$ cat src/rtl/fq_pkg.sv
// Shared defaults and FSM state types for the free-pointer queue arbiter.
package fq_pkg;

    localparam int unsigned DEF_NUM_PORTS   = 4;
    localparam int unsigned DEF_PTR_W       = 9;
    localparam int unsigned DEF_INIT_CYCLES = 528;
    localparam int unsigned DEF_FREE_INIT   = 511;

    typedef enum logic [1:0] {
        A_IDLE,
        A_POP,
        A_GAP
    } alloc_state_e;

    typedef enum logic {
        R_IDLE,
        R_ACK
    } rel_state_e;

endpackage

$ cat src/rtl/rr_arbiter.sv
// Round-robin arbiter: priority starts at ptr_q; ptr moves past the winner only when advance_i is set.
module rr_arbiter #(
    parameter int unsigned N = 4,
    localparam int unsigned IDX_W = (N > 1) ? $clog2(N) : 1
) (
    input  logic             clk,
    input  logic             reset,
    input  logic [N-1:0]     req_i,
    input  logic             advance_i,
    output logic [N-1:0]     gnt_o,
    output logic [IDX_W-1:0] idx_o
);

    logic [IDX_W-1:0] ptr_q, ptr_d;
    logic [IDX_W-1:0] cand;
    logic             found;

    always_comb begin
        gnt_o = '0;
        idx_o = '0;
        found = 1'b0;
        cand  = '0;
        for (int unsigned k = 0; k < N; k++) begin
            cand = IDX_W'((32'(ptr_q) + k) % N);
            if (!found && req_i[cand]) begin
                found       = 1'b1;
                gnt_o[cand] = 1'b1;
                idx_o       = cand;
            end
        end
    end

    always_comb begin
        ptr_d = ptr_q;
        if (advance_i) begin
            ptr_d = (idx_o == IDX_W'(N - 1)) ? '0 : idx_o + IDX_W'(1);
        end
    end

    always_ff @(posedge clk) begin
        if (reset) begin
            ptr_q <= '0;
        end else begin
            ptr_q <= ptr_d;
        end
    end

endmodule

$ cat src/rtl/fq_ptr_arbiter.sv
// Shares the free-pointer FIFO among requesters: RR alloc (pop) and release (push) sides,
// gated by the pool init window, with free-pointer tracking and a sticky over-release flag.
module fq_ptr_arbiter
    import fq_pkg::*;
#(
    parameter int unsigned NUM_PORTS   = DEF_NUM_PORTS,
    parameter int unsigned PTR_W       = DEF_PTR_W,
    parameter int unsigned INIT_CYCLES = DEF_INIT_CYCLES,
    parameter int unsigned FREE_INIT   = DEF_FREE_INIT
) (
    input  logic                       clk,
    input  logic                       reset,
    input  logic [NUM_PORTS-1:0]       alloc_req,
    output logic [NUM_PORTS-1:0]       alloc_gnt,
    output logic [PTR_W-1:0]           alloc_ptr,
    input  logic [NUM_PORTS-1:0]       rel_req,
    input  logic [NUM_PORTS*PTR_W-1:0] rel_ptr,
    output logic [NUM_PORTS-1:0]       rel_ack,
    output logic                       fq_rd,
    input  logic [PTR_W-1:0]           fq_ptr_dout,
    input  logic                       fq_empty,
    output logic                       fq_wr,
    output logic [PTR_W-1:0]           fq_ptr_din,
    output logic                       ready,
    output logic [PTR_W:0]             free_cnt,
    output logic                       err_overflow
);

    localparam int unsigned IDX_W  = (NUM_PORTS > 1) ? $clog2(NUM_PORTS) : 1;
    localparam int unsigned INIT_W = (INIT_CYCLES > 1) ? $clog2(INIT_CYCLES) : 1;
    localparam int unsigned CNT_W  = PTR_W + 1;

    alloc_state_e         a_state_q, a_state_d;
    rel_state_e           r_state_q, r_state_d;
    logic [INIT_W-1:0]    init_cnt_q, init_cnt_d;
    logic                 ready_q, ready_d, init_done;
    logic [IDX_W-1:0]     a_win_q, a_win_d;
    logic [NUM_PORTS-1:0] alloc_gnt_q, alloc_gnt_d;
    logic [PTR_W-1:0]     alloc_ptr_q, alloc_ptr_d;
    logic                 fq_rd_q, fq_rd_d;
    logic [NUM_PORTS-1:0] rel_ack_q, rel_ack_d;
    logic                 fq_wr_q, fq_wr_d;
    logic [PTR_W-1:0]     fq_ptr_din_q, fq_ptr_din_d;
    logic [CNT_W-1:0]     free_cnt_q, free_cnt_d;
    logic                 err_q, err_d;

    logic [NUM_PORTS-1:0] a_gnt, r_gnt;
    logic [IDX_W-1:0]     a_idx, r_idx;
    logic                 a_adv, r_adv;
    logic [PTR_W-1:0]     rel_sel;

    rr_arbiter #(.N(NUM_PORTS)) u_alloc_rr (
        .clk      (clk),
        .reset    (reset),
        .req_i    (alloc_req),
        .advance_i(a_adv),
        .gnt_o    (a_gnt),
        .idx_o    (a_idx)
    );

    rr_arbiter #(.N(NUM_PORTS)) u_rel_rr (
        .clk      (clk),
        .reset    (reset),
        .req_i    (rel_req),
        .advance_i(r_adv),
        .gnt_o    (r_gnt),
        .idx_o    (r_idx)
    );

    always_comb begin
        init_done  = (init_cnt_q == INIT_W'(INIT_CYCLES - 1));
        ready_d    = ready_q | init_done;
        init_cnt_d = (ready_q || init_done) ? init_cnt_q : init_cnt_q + INIT_W'(1);
    end

    always_comb begin
        a_state_d   = a_state_q;
        a_win_d     = a_win_q;
        a_adv       = 1'b0;
        fq_rd_d     = 1'b0;
        alloc_gnt_d = '0;
        alloc_ptr_d = alloc_ptr_q;
        case (a_state_q)
            A_IDLE: begin
                if (ready_q && !fq_empty && (|a_gnt)) begin
                    a_win_d   = a_idx;
                    a_adv     = 1'b1;
                    fq_rd_d   = 1'b1;
                    a_state_d = A_POP;
                end
            end
            A_POP: begin
                alloc_ptr_d = fq_ptr_dout;
                alloc_gnt_d = NUM_PORTS'(1) << a_win_q;
                a_state_d   = A_GAP;
            end
            A_GAP:   a_state_d = A_IDLE;
            default: a_state_d = A_IDLE;
        endcase
    end

    always_comb begin
        rel_sel = '0;
        for (int unsigned k = 0; k < NUM_PORTS; k++) begin
            if (r_idx == IDX_W'(k)) begin
                rel_sel = rel_ptr[k*PTR_W +: PTR_W];
            end
        end
    end

    // A full pool still acks the requester so it never stalls; only the push is dropped.
    always_comb begin
        r_state_d    = r_state_q;
        r_adv        = 1'b0;
        rel_ack_d    = '0;
        fq_wr_d      = 1'b0;
        fq_ptr_din_d = fq_ptr_din_q;
        err_d        = err_q;
        case (r_state_q)
            R_IDLE: begin
                if (ready_q && (|r_gnt)) begin
                    r_adv        = 1'b1;
                    rel_ack_d    = r_gnt;
                    fq_ptr_din_d = rel_sel;
                    if (free_cnt_q == CNT_W'(FREE_INIT)) begin
                        err_d = 1'b1;
                    end else begin
                        fq_wr_d = 1'b1;
                    end
                    r_state_d = R_ACK;
                end
            end
            R_ACK:   r_state_d = R_IDLE;
            default: r_state_d = R_IDLE;
        endcase
    end

    always_comb begin
        free_cnt_d = free_cnt_q;
        if (!ready_q) begin
            if (init_done) begin
                free_cnt_d = CNT_W'(FREE_INIT);
            end
        end else begin
            case ({a_state_q == A_POP, fq_wr_q})
                2'b10:   free_cnt_d = free_cnt_q - CNT_W'(1);
                2'b01:   free_cnt_d = free_cnt_q + CNT_W'(1);
                default: free_cnt_d = free_cnt_q;
            endcase
        end
    end

    always_ff @(posedge clk) begin
        if (reset) begin
            a_state_q    <= A_IDLE;
            r_state_q    <= R_IDLE;
            init_cnt_q   <= '0;
            ready_q      <= 1'b0;
            a_win_q      <= '0;
            alloc_gnt_q  <= '0;
            alloc_ptr_q  <= '0;
            fq_rd_q      <= 1'b0;
            rel_ack_q    <= '0;
            fq_wr_q      <= 1'b0;
            fq_ptr_din_q <= '0;
            free_cnt_q   <= '0;
            err_q        <= 1'b0;
        end else begin
            a_state_q    <= a_state_d;
            r_state_q    <= r_state_d;
            init_cnt_q   <= init_cnt_d;
            ready_q      <= ready_d;
            a_win_q      <= a_win_d;
            alloc_gnt_q  <= alloc_gnt_d;
            alloc_ptr_q  <= alloc_ptr_d;
            fq_rd_q      <= fq_rd_d;
            rel_ack_q    <= rel_ack_d;
            fq_wr_q      <= fq_wr_d;
            fq_ptr_din_q <= fq_ptr_din_d;
            free_cnt_q   <= free_cnt_d;
            err_q        <= err_d;
        end
    end

    assign alloc_gnt    = alloc_gnt_q;
    assign alloc_ptr    = alloc_ptr_q;
    assign fq_rd        = fq_rd_q;
    assign rel_ack      = rel_ack_q;
    assign fq_wr        = fq_wr_q;
    assign fq_ptr_din   = fq_ptr_din_q;
    assign ready        = ready_q;
    assign free_cnt     = free_cnt_q;
    assign err_overflow = err_q;

endmodule

$ cat config.mk
export PLATFORM = sky130hd
export DESIGN_NAME = fq_ptr_arbiter
export DESIGN_NICKNAME = d
export VERILOG_FILES = /design/src/rtl/fq_pkg.sv /design/src/rtl/rr_arbiter.sv /design/src/rtl/fq_ptr_arbiter.sv
export SDC_FILE = /design/constraint.sdc
export NUM_CORES = 1
export LEC_CHECK = 0
export BUFFER_PORTS_ARGS = -buffer_cell sky130_fd_sc_hd__buf_2
export CORE_MARGIN = 8
export CORE_UTILIZATION = 45
export CTS_CLUSTER_SIZE = 40
export DETAILED_ROUTE_END_ITERATION = 7
export PLACE_DENSITY = 0.78
export RECOVER_POWER = 50
export SYNTH_ARGS = -nofsm -noshare
export SYNTH_HDL_FRONTEND = slang
export SYNTH_SLANG_ARGS = --single-unit
$ cat constraint.sdc
create_clock -name clk -period 5 [get_ports clk]
set_input_delay 1.25 -clock clk [delete_from_list [all_inputs] [get_ports clk]]
set_output_delay 1.25 -clock clk [all_outputs]
set_load 0.02 [all_outputs]
* After elaboration in Yosys (flattened, before gate mapping)
Index checks and enable logic that the tools add are counted.
** Operators by class
- Add/subtract/negate cells :: 11
- Magnitude comparators :: 16
- Equality and inequality tests :: 11
- Shift operators :: 1
- Mux-type cells :: 71
- Bitwise logic cells :: 10
- Reduce and logical (&&, ||, !) cells :: 36
** Operators with widths (number)
- $mux 9 :: 4
- $mux 4 :: 8
- $mux 1 :: 27
- $lt 2x3->1 const B :: 8
- $or 4x4->4 :: 6
- $mux 2 :: 11
- $add 10x1->10 const B :: 2
- $mux 10 :: 2
- $pmux 10 s2 :: 1
- $logic_and 1x1->1 :: 17
- $bmux 1 s2 :: 8
- $demux 1 s2 :: 8
- $ge 2x1->1 const B :: 8
- $eq 10x10->1 const B :: 1
- $eq 10x9->1 const B :: 1
- $sub 10x1->10 const B :: 1
- $add 2x1->2 const B :: 4
- $add 2x2->2 const B :: 4
- $eq 2x2->1 const B :: 4
- $reduce_or 4->1 :: 2
- $logic_not 1->1 :: 7
- $eq 2x1->1 const B :: 3
- $reduce_and 2->1 :: 3
- $logic_not 2->1 :: 2
- other kinds (12) :: 14
** Word-level totals
- Register bits :: 59
- Input port bits :: 56
- Output and inout port bits :: 40
- Logic and storage cells :: 171

* Longest topological paths before layout
Gate-level depths: netlist of run 1.
- Depth in word-level cells :: 17
- Gate-level depth with buffers :: 20
- Gate-level depth less buffers :: 16

* Hierarchy
A second synthesis of run 1 with hierarchy kept.
** Second synthesis, totals
- Cell total of the unflattened synthesis :: 377
- Area, all modules :: 3567.2 sq um
** Modules (own cells, without submodules)
- fq_ptr_arbiter :: instances 1, cells an instance 271, area each 2601.2 sq um
- rr_arbiter (u_alloc_rr) :: instances 1, cells an instance 56, area each 494.2 sq um
- rr_arbiter (u_rel_rr) :: instances 1, cells an instance 50, area each 471.7 sq um

* Least setup slack after synthesis of run 1
No wires, ideal clock.
- Kind :: input to register
- Start point :: in rel_req[2]
- End point :: reg fq_ptr_din_q[8], in the netlist fq_ptr_din[8]
- Arrival time :: 3802 ps
- Data required time :: 4868 ps
- Slack :: 1066 ps
- Stages on the path :: 14
- Cells stage by stage :: buf_6 -> mux2_2 -> or3_1 -> a211oi_2 -> a2111oi_0 -> a21oi_1 -> ha_1 -> clkbuf_1 -> clkbuf_1 -> a21oi_1 -> a21oi_1 -> o21ai_0 -> nor3_1 -> nor3_1
** On the way
- Word-level cells in the longest chain between the ends :: 17
- Elaborated cells on any way between the ends :: 39
- Classes of those cells :: 3 x eq/ne; 23 x mux; 3 x bitwise; 10 x reduce/logical
** Ends and longest elaborated chain
- start, declared :: RTL line fq_ptr_arbiter.sv:16 : input logic [NUM_PORTS-1:0] rel_req,
- $bmux 1 s2 :: RTL line rr_arbiter.sv:25 : if (!found && req_i[cand]) begin
- $mux 1 (not written as such) :: RTL line rr_arbiter.sv:25
- $mux 1 :: RTL line rr_arbiter.sv:25
- $logic_not 1->1 :: RTL line rr_arbiter.sv:25
- $logic_and 1x1->1 :: RTL line rr_arbiter.sv:25
- $mux 1 :: RTL line rr_arbiter.sv:25
- $logic_not 1->1 :: RTL line rr_arbiter.sv:25
- $logic_and 1x1->1 :: RTL line rr_arbiter.sv:25
- $mux 1 :: RTL line rr_arbiter.sv:25
- $logic_not 1->1 :: RTL line rr_arbiter.sv:25
- $logic_and 1x1->1 :: RTL line rr_arbiter.sv:25
- $mux 2 :: RTL line rr_arbiter.sv:25
- $logic_not 2->1 :: RTL line fq_ptr_arbiter.sv:105 : if (r_idx == IDX_W'(k)) begin
- $mux 9 (4 in series) :: RTL line fq_ptr_arbiter.sv:105
- end signal, assigned :: RTL line fq_ptr_arbiter.sv:179 : fq_ptr_din_q <= fq_ptr_din_d;
- end, declared :: RTL line fq_ptr_arbiter.sv:43 : logic [PTR_W-1:0] fq_ptr_din_q, fq_ptr_din_d;
Parallel ways exist; a longest one is shown, timed or not. The select of a mux whose other input is x is not followed.
A chain may end at the register's enable or synchronous reset.

* Final worst setup path of run 1
- Start point :: reg u_rel_rr.ptr_q[1]
- End point :: reg fq_ptr_din_q[3], in the netlist fq_ptr_din[3]
** On the way
- Word-level cells in the longest chain between the ends :: 17
- Elaborated cells on any way between the ends :: 62
- Classes of those cells :: 3 x add/sub; 8 x order compare; 3 x eq/ne; 31 x mux; 3 x bitwise; 14 x reduce/logical
** Ends and longest elaborated chain
- start, declared :: RTL line rr_arbiter.sv:14 : logic [IDX_W-1:0] ptr_q, ptr_d;
- start signal, assigned :: RTL line rr_arbiter.sv:44 : ptr_q <= ptr_d;
- branches (longest 17 deep; another with $lt 2x3->1)
Several ways; the timed one is not identified. The select of a mux whose other input is x is not followed.

==> run summary, run 1 <==
DR WL/cell: 14.2 um
Synthesized flop and latch total: 59
Pin count of the biggest net entering global routing: 58
CTS tree: built
Clk_lat worst skew: 0.33 ns
Crit path required time: 5.23 ns
I/O pins: 96
WL met1: 4220 um
Max Used Layer: met4
ANT nets after route: 0
Reg-to-reg startpoint: u_rel_rr.ptr_q[1]$_SDFFE_PP0P_
Synth cell types: 57
Grt total ovfl: 0
Hold Path Depth: 2
Synthesis-to-layout area growth: 15.6%
Row count: 33
Fin Hold WS: 0.457 ns
Port bufs: 95
Met2 Routed Length: 4440 um
Total Routing Usage GR: 16.1%
Hpwl dp: 6940 um
Sw Share: 23.6%
Sequential Power Share: 45.4%
Slew Viols, Final: 58
Nets: 627
RSZ-0062 raised after global routing: no
Final Setup Violations: 0
Worst Tran Pin Value: 2.49 ns
Post-Route Skew: 0.0106 ns
Type of origin of the critical path: register
Post-CTS sizing: 0
H-tree Lvls: 3
Routed WL: 9300 um
EDFF count, synth: 0
Post-CTS Hold Fix Bufs: 0
Fin crit period: 4.30 ns
CP cell instances: inv_1 > ha_1 > mux4_2 > a211oi_2 > a2111oi_0 > a21o_1 > ha_1 > nand3b_1 > a21oi_1 > a21oi_1 > o21ai_0 > nor3_1 > nor3_1
Share of layout cells above drive strength 1: 17.5%
Total setup buffers inserted after CTS: 0
Main flop type after synthesis: dfxtp_1
DR vias/cell: 5.59
Power Total: 1040 uW
Starting Density: 46.6%
Via count: 3650
Combinational power share: 9.8%
Clk slew on worst S/H paths: 0.07 ns
Initial antenna violation count: 0
Class of the worst hold path: register to register
First-pass GRT wire length: 15600 um
Clock share of power: 44.8%
Placer Congestion: 0.891
Clock root buffer: clkbuf_8
Tcrit/Tclk final: 85.9%
Worst vdd ir: 207 uV
Int Power: 798 uW
# DRC: 0
Clock sinks: 59
CORE AREA: 8220 sq um
Fin. Hold Viols: 0
Max-capacitance violation count: 1
Hold path start: alloc_ptr[4]$_SDFFE_PP0P_
CP max stage delay: 0.66 ns
DR WL met3: 509 um
R2r worst-path depth: 13
Yosys warns: 0
DIE HEIGHT: 108 um
Mapped Area: 3820 sq um
Critical Path AT: 4.53 ns
Outcome: complete, but fails checks
Avg Cell Area, Syn: 8.23 sq um
CP Class: register to register
Die Area: 11700 sq um
Slew headroom: -65.7%
Crit path max-delay cell type: dfxtp_1
FFs w/ async S/R, synth: 0%
Critical path peak fanout: 18
Critical path startpoint: u_rel_rr.ptr_q[1]$_SDFFE_PP0P_
Cell count after synthesis: 465
Die W: 108 um
Drt pass-1 iters: 5
Initial DRC count: 172
TNS Setup: 0 ns
Crit end category: register
LEAKAGE: 0.00173 uW
Psw: 246 uW
Ant diodes: 0
Net Count, Synth: 549
Vias in the first global route: 3459
Power per standard cell area: 236 nW/um^2
Seq/Total Area, Yosys: 30.9%
TritonCTS buffer count: 9
Upper clock frequency limit: 233 MHz
Clock buffer depth: 2
Failing checks: max-capacitance violations, max-slew violations
==> power groups by stage <==
stage,sequential [uW],clock [uW],combinational (uW)
finish,474,468,102
global placement,485,0,98.2
global route,474,506,114
CTS,474,482,102
detailed placement,485,0,101
floorplan,484,0,70.1
==> metal layers <==
| metal | up-vias | GRT usage (%) |
|---|---|---|
| li1 | 1837 | - |
| met1 | 1700 | 19.9 |
| met2 | 102 | 25.5 |
| met3 | 11 | 5.47 |
| met4 | 0 | 5.65 |
| met5 | - | 0 |
==> sequential cells by signal, summed over array words and instances (netlist names) <==
signal and flops:
alloc_gnt 4, u_rel_rr.ptr_q 2, fq_rd 1, err_overflow 1, a_win_q 2, alloc_ptr 9, a_state_q 2, init_cnt_q 10
rel_ack 4, u_alloc_rr.ptr_q 2, r_state_q 1, fq_wr 1, free_cnt 10, fq_ptr_din 9, ready 1
==> final cells by class <==
type | instances | area, sq um
repair buffers | 96 | 442
multi-input cells | 363 | 2400
flip-flops and latches | 59 | 1180
fillers | 800 | 3790
clock buffers | 10 | 128
well taps | 105 | 131
clock inverters | 6 | 88.8
inverters | 14 | 52.6
==> final timing paths <==
check	endpoint	slack, ns
setup / recovery	fq_ptr_din[3]$_SDFFE_PP0P_	0.70
hold / removal	alloc_ptr[4]$_SDFFE_PP0P_	0.46
setup reg to reg	fq_ptr_din[3]$_SDFFE_PP0P_	0.70
hold reg to reg	alloc_ptr[4]$_SDFFE_PP0P_	0.46
==> cell families (layout without fill, tap and decap cells) <==
| group | Yosys count | after routing | synth area share [%] |
|---|---|---|---|
| muxes | 20 | 20 | 7.72 |
| buffers and inverters | 43 | 126 | 6.38 |
| and+or+nand+nor | 182 | 182 | 23.7 |
| xor gates and xnor gates | 15 | 15 | 3.43 |
| AOI/OAI and AO/OA | 118 | 118 | 18.6 |
| adders and majority gates | 28 | 28 | 9.36 |
| DFF | 59 | 59 | 30.9 |
==> placed cells by master (no fill, tap or decap), types with 5 or more instances in the layout <==
cell and n:
a21oi_1 56, buf_2 62, clkbuf_1 34, clkbuf_8 9, dfxtp_1 59, ha_1 27, inv_1 14, mux2i_1 10
mux4_2 6, nand2_1 51, nand2b_1 5, nand3_1 9, nand3b_1 12, nand4_1 7, nor2_1 41, nor3_1 30
nor4_1 5, o21ai_0 23, xnor2_1 7, xor2_1 8
==> through the flow <==
step | worst slack (ns) | cells | util [%] | cell area [sq um]
global route | 0.184 | 653 | 53.8 | 4420
finish | 0.703 | 653 | 53.8 | 4420
floorplan | 1.07 | 465 | - | 3820
CTS | 0.697 | 653 | 54.3 | 4460
detailed placement | 0.660 | 637 | 51.7 | 4250
global placement | 0.831 | 637 | 51.7 | 4250
==> Yosys cell counts (3+ instances only) <==
cell type  number  area share [%]
o21ai_0        23             3.0
nor2_1         41             4.0
nand3b_1       12             2.4
a22oi_1         4            0.79
a211oi_1        4            0.79
mux4_2          6             3.5
clkbuf_8        5             1.8
and3_1          3            0.49
clkbuf_1       17             1.7
nor2b_1         3            0.49
nand2_1        51             5.0
nand4_1         7             1.1
mux2_2          3            0.88
a21o_1          4            0.79
buf_6           3            0.88
nor4b_1         4            0.92
dfxtp_1        59              31
xnor2_1         7             1.6
nand2b_1        5            0.82
ha_1           27             8.8
inv_1          14             1.4
a21oi_1        56             7.3
mux2i_1        10             2.6
a2111oi_0       3            0.69
nor4_1          5            0.82
o22ai_1         3            0.49
nand3_1         9             1.2
xor2_1          8             1.8
nor3_1         30             3.9
a31oi_1         3            0.49
==> critical path: cells and delay by family, from the launching register on <==
family / cells / cell delay (ns)
fa+ha+maj: 2 / 0.96
simple gates: 3 / 0.47
buf+inv: 1 / 0.16
mux: 1 / 0.65
flops: 1 / 0.66
compound gates: 6 / 1.30
No activity file was read; power rests on OpenSTA's default activity.
==> inputs of run 2 (changes only) <==
Settings changed: REMOVE_ABC_BUFFERS from default to 1.
==> run 2 against run 1 <==
Compared with the run above:
- the flow still finishes with violations (max-capacitance violations, max-slew violations)
- via count is 1.0% lower
- sequential share of layout area is 0.053 points lower
- cell count is 0.15% lower
- flip-flop and latch count stayed put
- clock power is 4.5% higher
- global-route usage is 0.32 points higher
- largest cell class unchanged
- highest routed layer unchanged
==> run summary, run 2 (synthesized netlist as in run 1, its figures left out) <==
Outcome: complete, but fails checks
Failing checks: max-capacitance violations, max-slew violations
DIE HEIGHT: 108 um (unchanged)
H-tree Lvls: 3 (unchanged)
Total Routing Usage GR: 16.4% (+0.32 points)
Share of layout cells above drive strength 1: 17.6% (+0.032 points)
CORE AREA: 8220 sq um (unchanged)
Clock buffer depth: 2 (unchanged)
Total setup buffers inserted after CTS: 0 (unchanged)
Initial antenna violation count: 0 (unchanged)
Hold Path Depth: 2 (unchanged)
Grt total ovfl: 0 (unchanged)
Post-CTS Hold Fix Bufs: 0 (unchanged)
RSZ-0062 raised after global routing: no
Starting Density: 46.6% (unchanged)
Post-CTS sizing: 0 (unchanged)
ANT nets after route: 0 (unchanged)
Slew Viols, Final: 58 (unchanged)
Reg-to-reg startpoint: u_rel_rr.ptr_q[1]$_SDFFE_PP0P_
Worst Tran Pin Value: 2.44 ns (-0.0433 ns)
Fin. Hold Viols: 0 (unchanged)
Tcrit/Tclk final: 86.9% (+0.92 points)
Drt pass-1 iters: 5 (unchanged)
Row count: 33 (unchanged)
DR vias/cell: 5.54 (-0.89%)
Placer Congestion: 0.825 (-7.4%)
Critical path peak fanout: 18 (unchanged)
Critical Path AT: 4.57 ns (+0.04 ns)
Fin crit period: 4.34 ns (+0.0458 ns)
Synthesis-to-layout area growth: 15.9%
Commonest non-fill, non-tap cells in the layout: buf_2, dfxtp_1, a21oi_1
Via count: 3612 (-1.0%)
Crit path required time: 5.23 ns (about the same)
Die W: 108 um (unchanged)
Clk slew on worst S/H paths: 0.07 ns (about the same)
Pin count of the biggest net entering global routing: 58 (unchanged)
Ant diodes: 0 (unchanged)
R2R Path End: fq_ptr_din[4]$_SDFFE_PP0P_
I/O pins: 96 (unchanged)
R2r worst-path depth: 13 (unchanged)
Die Area: 11700 sq um (unchanged)
First-pass GRT wire length: 16000 um (+2.9%)
Hpwl dp: 7100 um (+2.3%)
Max-capacitance violation count: 1 (unchanged)
Hold path start: alloc_ptr[7]$_SDFFE_PP0P_
Reg-to-reg slack, setup: 0.66 ns (-0.05 ns)
Initial DRC count: 249 (+45%)
Vias in the first global route: 3526 (+1.9%)
Power per standard cell area: 241 nW/um^2 (+1.9%)
# DRC: 0 (unchanged)
Crit end category: register
Critical path startpoint: u_rel_rr.ptr_q[1]$_SDFFE_PP0P_
Class of the worst hold path: register to register
Upper clock frequency limit: 230 MHz (-1.1%)
Min-Delay Endpoint: alloc_ptr[7]$_SDFFE_PP0P_
Type of origin of the critical path: register
Final core utilization: 53.9% (+0.11 points)
Clk_lat worst skew: 0.34 ns (about the same)
CTS tree: built
Worst vdd ir: 125 uV (-40%)
DR WL/cell: 14.5 um (+1.8%)
Clock root buffer: clkbuf_8
Port bufs: 95 (unchanged)
Final Setup Violations: 0 (unchanged)
Nets: 627 (unchanged)
CP Class: register to register
Clock sinks: 59 (unchanged)
Post-Route Skew: 0.0124 ns (+0.00178 ns)
Routed WL: 9450 um (+1.6%)
LEAKAGE: 0.00174 uW (+0.72%)
TritonCTS buffer count: 9 (unchanged)
Commonest non-fill, non-tap cell in the layout: buf_2
Slew headroom: -62.8% (+2.9 points)
TNS Setup: 0 ns (unchanged)
## run 2: cell types whose count changed in the layout (fill, tap and decap cells not counted), sizes merged
cell	delta
clkinvlp	-2
clkbuf	+1
clkinv	+1
inv	-1
## run 2: area by class of cell
type | instances | area [sq um]
clock inverter | 4 | 73.8
clock buffer | 11 | 151
inverter | 14 | 52.6
multi-input combinational | 363 | 2400
fill | 768 | 3780
tap | 105 | 131
sequential | 59 | 1180
timing repair buffer | 96 | 442
## run 2: worst max-delay path, stage by stage, from the launching register on
cell and delay, ns:
dfxtp_1 0.64, inv_1 0.17, ha_1 0.57, mux4_2 0.68, a211oi_2 0.50, a2111oi_0 0.18, a21o_1 0.22, ha_1 0.38
nand3b_1 0.24, a21oi_1 0.15, a21oi_1 0.05, o21ai_0 0.24, nor3_1 0.07, nor3_1 0.14
## run 2: how the worst max path moves through the flow
stage,slack [ns],end
detailed placement,0.70,fq_ptr_din[4]$_SDFFE_PP0P_
CTS,0.73,fq_ptr_din[4]$_SDFFE_PP0P_
global route,0.13,fq_ptr_din[4]$_SDFFE_PP0P_
finish,0.66,fq_ptr_din[4]$_SDFFE_PP0P_
global placement,0.89,fq_ptr_din[4]$_SDFFE_PP0P_
floorplan,1.24,fq_ptr_din[8]$_SDFFE_PP0P_
## run 2: report_power, final
| part | internal (uW) | total (uW) | switching (uW) |
|---|---|---|---|
| clock network | 305 | 489 | 184 |
| logic | 45.1 | 104 | 58.5 |
| registers | 472 | 474 | 2.18 |
| total | 822 | 1070 | 244 |
## run 2: metal layers
| layer | wire length, um | share of wire, % | track usage, % |
|---|---|---|---|
| met5 | 0 | 0 | 0 |
| met4 | 160 | 1.7 | 5.85 |
| met3 | 644 | 6.8 | 5.47 |
| met2 | 4530 | 48 | 27.3 |
| met1 | 4120 | 44 | 19.3 |
## run 2: metrics by stage
step	worst slack, ns	hold WS, ns	cell area, sq um	cells	power (uW)
finish	0.657	0.455	4430	652	1070
global route	0.129	0.480	4430	652	1110
CTS	0.726	0.458	4470	652	1080
detailed placement	0.697	0.448	4250	637	587
global placement	0.892	0.440	4250	637	584
floorplan	1.24	0.429	3630	436	542
==> inputs of run 3 (changes only) <==
Settings changed: CORE_ASPECT_RATIO from default to 1.1.
==> run 3 against run 2 <==
Compared with the run above:
- the flow still finishes with violations (max-capacitance violations, max-slew violations)
- global-route usage shrank 0.060 points
- routed wire length grew 1.9%
- critical endpoint is now fq_ptr_din[6]$_SDFFE_PP0P_
- count of clock-buffer cells in the layout rose by 2
- first-iteration DRC count shrank 25%
- setup slack improved by 0.042 ns
- sequential share of layout area rose by 0.15 points
- sequential power is essentially flat
- largest power group is now sequential cells
- via count grew 1.1%
==> run summary, run 3 (synthesized netlist as in run 1, its figures left out) <==
Outcome: complete, but fails checks
Failing checks: max-capacitance violations, max-slew violations
Total setup buffers inserted after CTS: 0 (unchanged)
Row count: 35 (+6.1%)
Ant diodes: 0 (unchanged)
Fin Hold WS: 0.458 ns (+0.00358 ns)
Clk slew on worst S/H paths: 0.06 ns (about the same)
CP Class: register to register
Die Area: 11700 sq um (about the same)
Tcrit/Tclk final: 86.0% (-0.84 points)
RSZ-0062 raised after global routing: no
DR WL/cell: 14.6 um (+0.97%)
Max-capacitance violation count: 1 (unchanged)
Synthesis-to-layout area growth: 15.2%
Crit path required time: 5.12 ns (-0.11 ns)
TritonCTS buffer count: 9 (unchanged)
Clk_lat worst skew: 0.34 ns (about the same)
Placer Congestion: 0.830 (+0.64%)
Nets: 627 (unchanged)
Routed WL: 9630 um (+1.9%)
Crit end category: register
DIE HEIGHT: 113 um (+4.2%)
First-pass GRT wire length: 16300 um (+1.6%)
Pin count of the biggest net entering global routing: 58 (unchanged)
Post-CTS sizing: 0 (unchanged)
Critical Path AT: 4.42 ns (-0.15 ns)
Power per standard cell area: 229 nW/um^2 (-4.9%)
Fin crit period: 4.30 ns (-0.0419 ns)
Critical path endpoint: fq_ptr_din[6]$_SDFFE_PP0P_
Reg-to-reg startpoint: u_rel_rr.ptr_q[1]$_SDFFE_PP0P_
Fin area: 4410 sq um (-0.56%)
Post-CTS Hold Fix Bufs: 0 (unchanged)
Combinational power share: 10.3% (+0.6 points)
Clock share of power: 42.7% (-3.1 points)
Placed cell areas: 4260 sq um (+0.18%)
Via count: 3650 (+1.1%)
LEAKAGE: 0.00172 uW (-1.2%)
R2r worst-path depth: 12 (-1)
I/O pins: 96 (unchanged)
Initial antenna violation count: 0 (unchanged)
Post-Place Setup Slack: 0.709 ns (+0.0127 ns)
Total Routing Usage GR: 16.4% (-0.060 points)
Drt pass-1 iters: 4 (-1)
Share of layout cells above drive strength 1: 17.0% (-0.55 points)
Clock sinks: 59 (unchanged)
Slew headroom: -60.9% (+1.9 points)
Hpwl dp: 7190 um (+1.3%)
TNS Setup: 0 ns (unchanged)
CORE AREA: 8320 sq um (+1.3%)
DR vias/cell: 5.55 (+0.13%)
Upper clock frequency limit: 233 MHz (+0.97%)
Port bufs: 95 (unchanged)
Vias in the first global route: 3618 (+2.6%)
Post-Route Skew: 0.00907 ns (-0.00329 ns)
H-tree Lvls: 3 (unchanged)
# DRC: 0 (unchanged)
Clock root buffer: clkbuf_8
Type of origin of the critical path: register
Die W: 104 um (-4.0%)
Sw Share: 23.5% (+0.54 points)
Worst Tran Pin Value: 2.41 ns (-0.0286 ns)
CTS tree: built
Slew Viols, Final: 58 (unchanged)
Commonest non-fill, non-tap cell in the layout: buf_2
Psw: 236 uW (-3.2%)
Int Power: 772 uW (-6.2%)
Fin. Hold Viols: 0 (unchanged)
R2R Path End: fq_ptr_din[6]$_SDFFE_PP0P_
Initial DRC count: 187 (-25%)
Final WS setup: 0.699 ns (+0.0419 ns)
Grt total ovfl: 0 (unchanged)
Final Setup Violations: 0 (unchanged)
Starting Density: 46.0% (-0.58 points)
Reg-to-reg slack, setup: 0.70 ns (+0.04 ns)
Class of the worst hold path: register to register
Clock buffer depth: 2 (unchanged)
ANT nets after route: 0 (unchanged)
Commonest non-fill, non-tap cells in the layout: buf_2, dfxtp_1, a21oi_1
Critical path startpoint: u_rel_rr.ptr_q[1]$_SDFFE_PP0P_
Worst vdd ir: 124 uV (-0.63%)
Critical path peak fanout: 18 (unchanged)
Sequential Power Share: 47.1% (+2.6 points)
==> run 3: changes by cell type in the layout (fill, tap and decap cells not counted), sizes merged <==
cell	change
clkinv	-1
clkbuf	+3
buf	-1
bufinv	-1
==> run 3: metrics by stage <==
| step | total power, uW | cells | util (%) |
|---|---|---|---|
| floorplan | 542 | 436 | - |
| global placement | 583 | 643 | 51.1 |
| detailed placement | 587 | 643 | 51.1 |
| CTS | 1010 | 658 | 53.5 |
| global route | 1050 | 658 | 53.0 |
| finish | 1010 | 658 | 53.0 |
==> run 3: per-layer routing <==
| metal | vias up | GRT usage (%) | part of all wire [%] |
|---|---|---|---|
| met5 | - | 0 | 0 |
| li1 | 1840 | - | - |
| met1 | 1701 | 18.8 | 44 |
| met4 | 0 | 6.09 | 1.7 |
| met2 | 95 | 27.7 | 48 |
| met3 | 14 | 5.34 | 5.8 |
==> run 3: area by class of cell <==
class,count,area (sq um)
multi-input cells,363,2400
clock buffers,13,159
fillers,807,3910
repair buffers,96,440
inverters,14,52.6
clock inverters,2,35.0
well taps,111,139
flip-flops and latches,59,1180
==> run 3: how the worst min path moves through the flow <==
stage / from / end / slack, ns / cells after the start
6_report: alloc_ptr[1]$_SDFFE_PP0P_ / alloc_ptr[1]$_SDFFE_PP0P_ / 0.46 / 2
5_1_grt: alloc_ptr[5]$_SDFFE_PP0P_ / alloc_ptr[5]$_SDFFE_PP0P_ / 0.49 / 2
4_1_cts: alloc_ptr[6]$_SDFFE_PP0P_ / alloc_ptr[6]$_SDFFE_PP0P_ / 0.45 / 2
3_5_place_dp: alloc_ptr[6]$_SDFFE_PP0P_ / alloc_ptr[6]$_SDFFE_PP0P_ / 0.44 / 2
3_3_place_gp: alloc_ptr[1]$_SDFFE_PP0P_ / alloc_ptr[1]$_SDFFE_PP0P_ / 0.44 / 2
2_1_floorplan: a_win_q[1]$_SDFFE_PP0P_ / alloc_gnt[1]$_SDFF_PP0_ / 0.43 / 1
==> run 3: critical path, cell delays in order, from the launching register on <==
cell	delay, ns
dfxtp_1	0.63
inv_1	0.17
ha_1	0.57
mux4_2	0.66
a211oi_2	0.52
a2111oi_0	0.19
a21oi_1	0.23
ha_1	0.54
a21oi_1	0.08
a21oi_1	0.13
o21ai_0	0.11
nor3_1	0.18
nor3_1	0.06
==> run 3: power by group through the flow <==
stage | clock (uW) | combinational, uW | sequential [uW]
floorplan | 0 | 57.3 | 484
global placement | 0 | 98.7 | 485
detailed placement | 0 | 102 | 485
CTS | 436 | 103 | 474
global route | 462 | 117 | 474
finish | 430 | 104 | 474
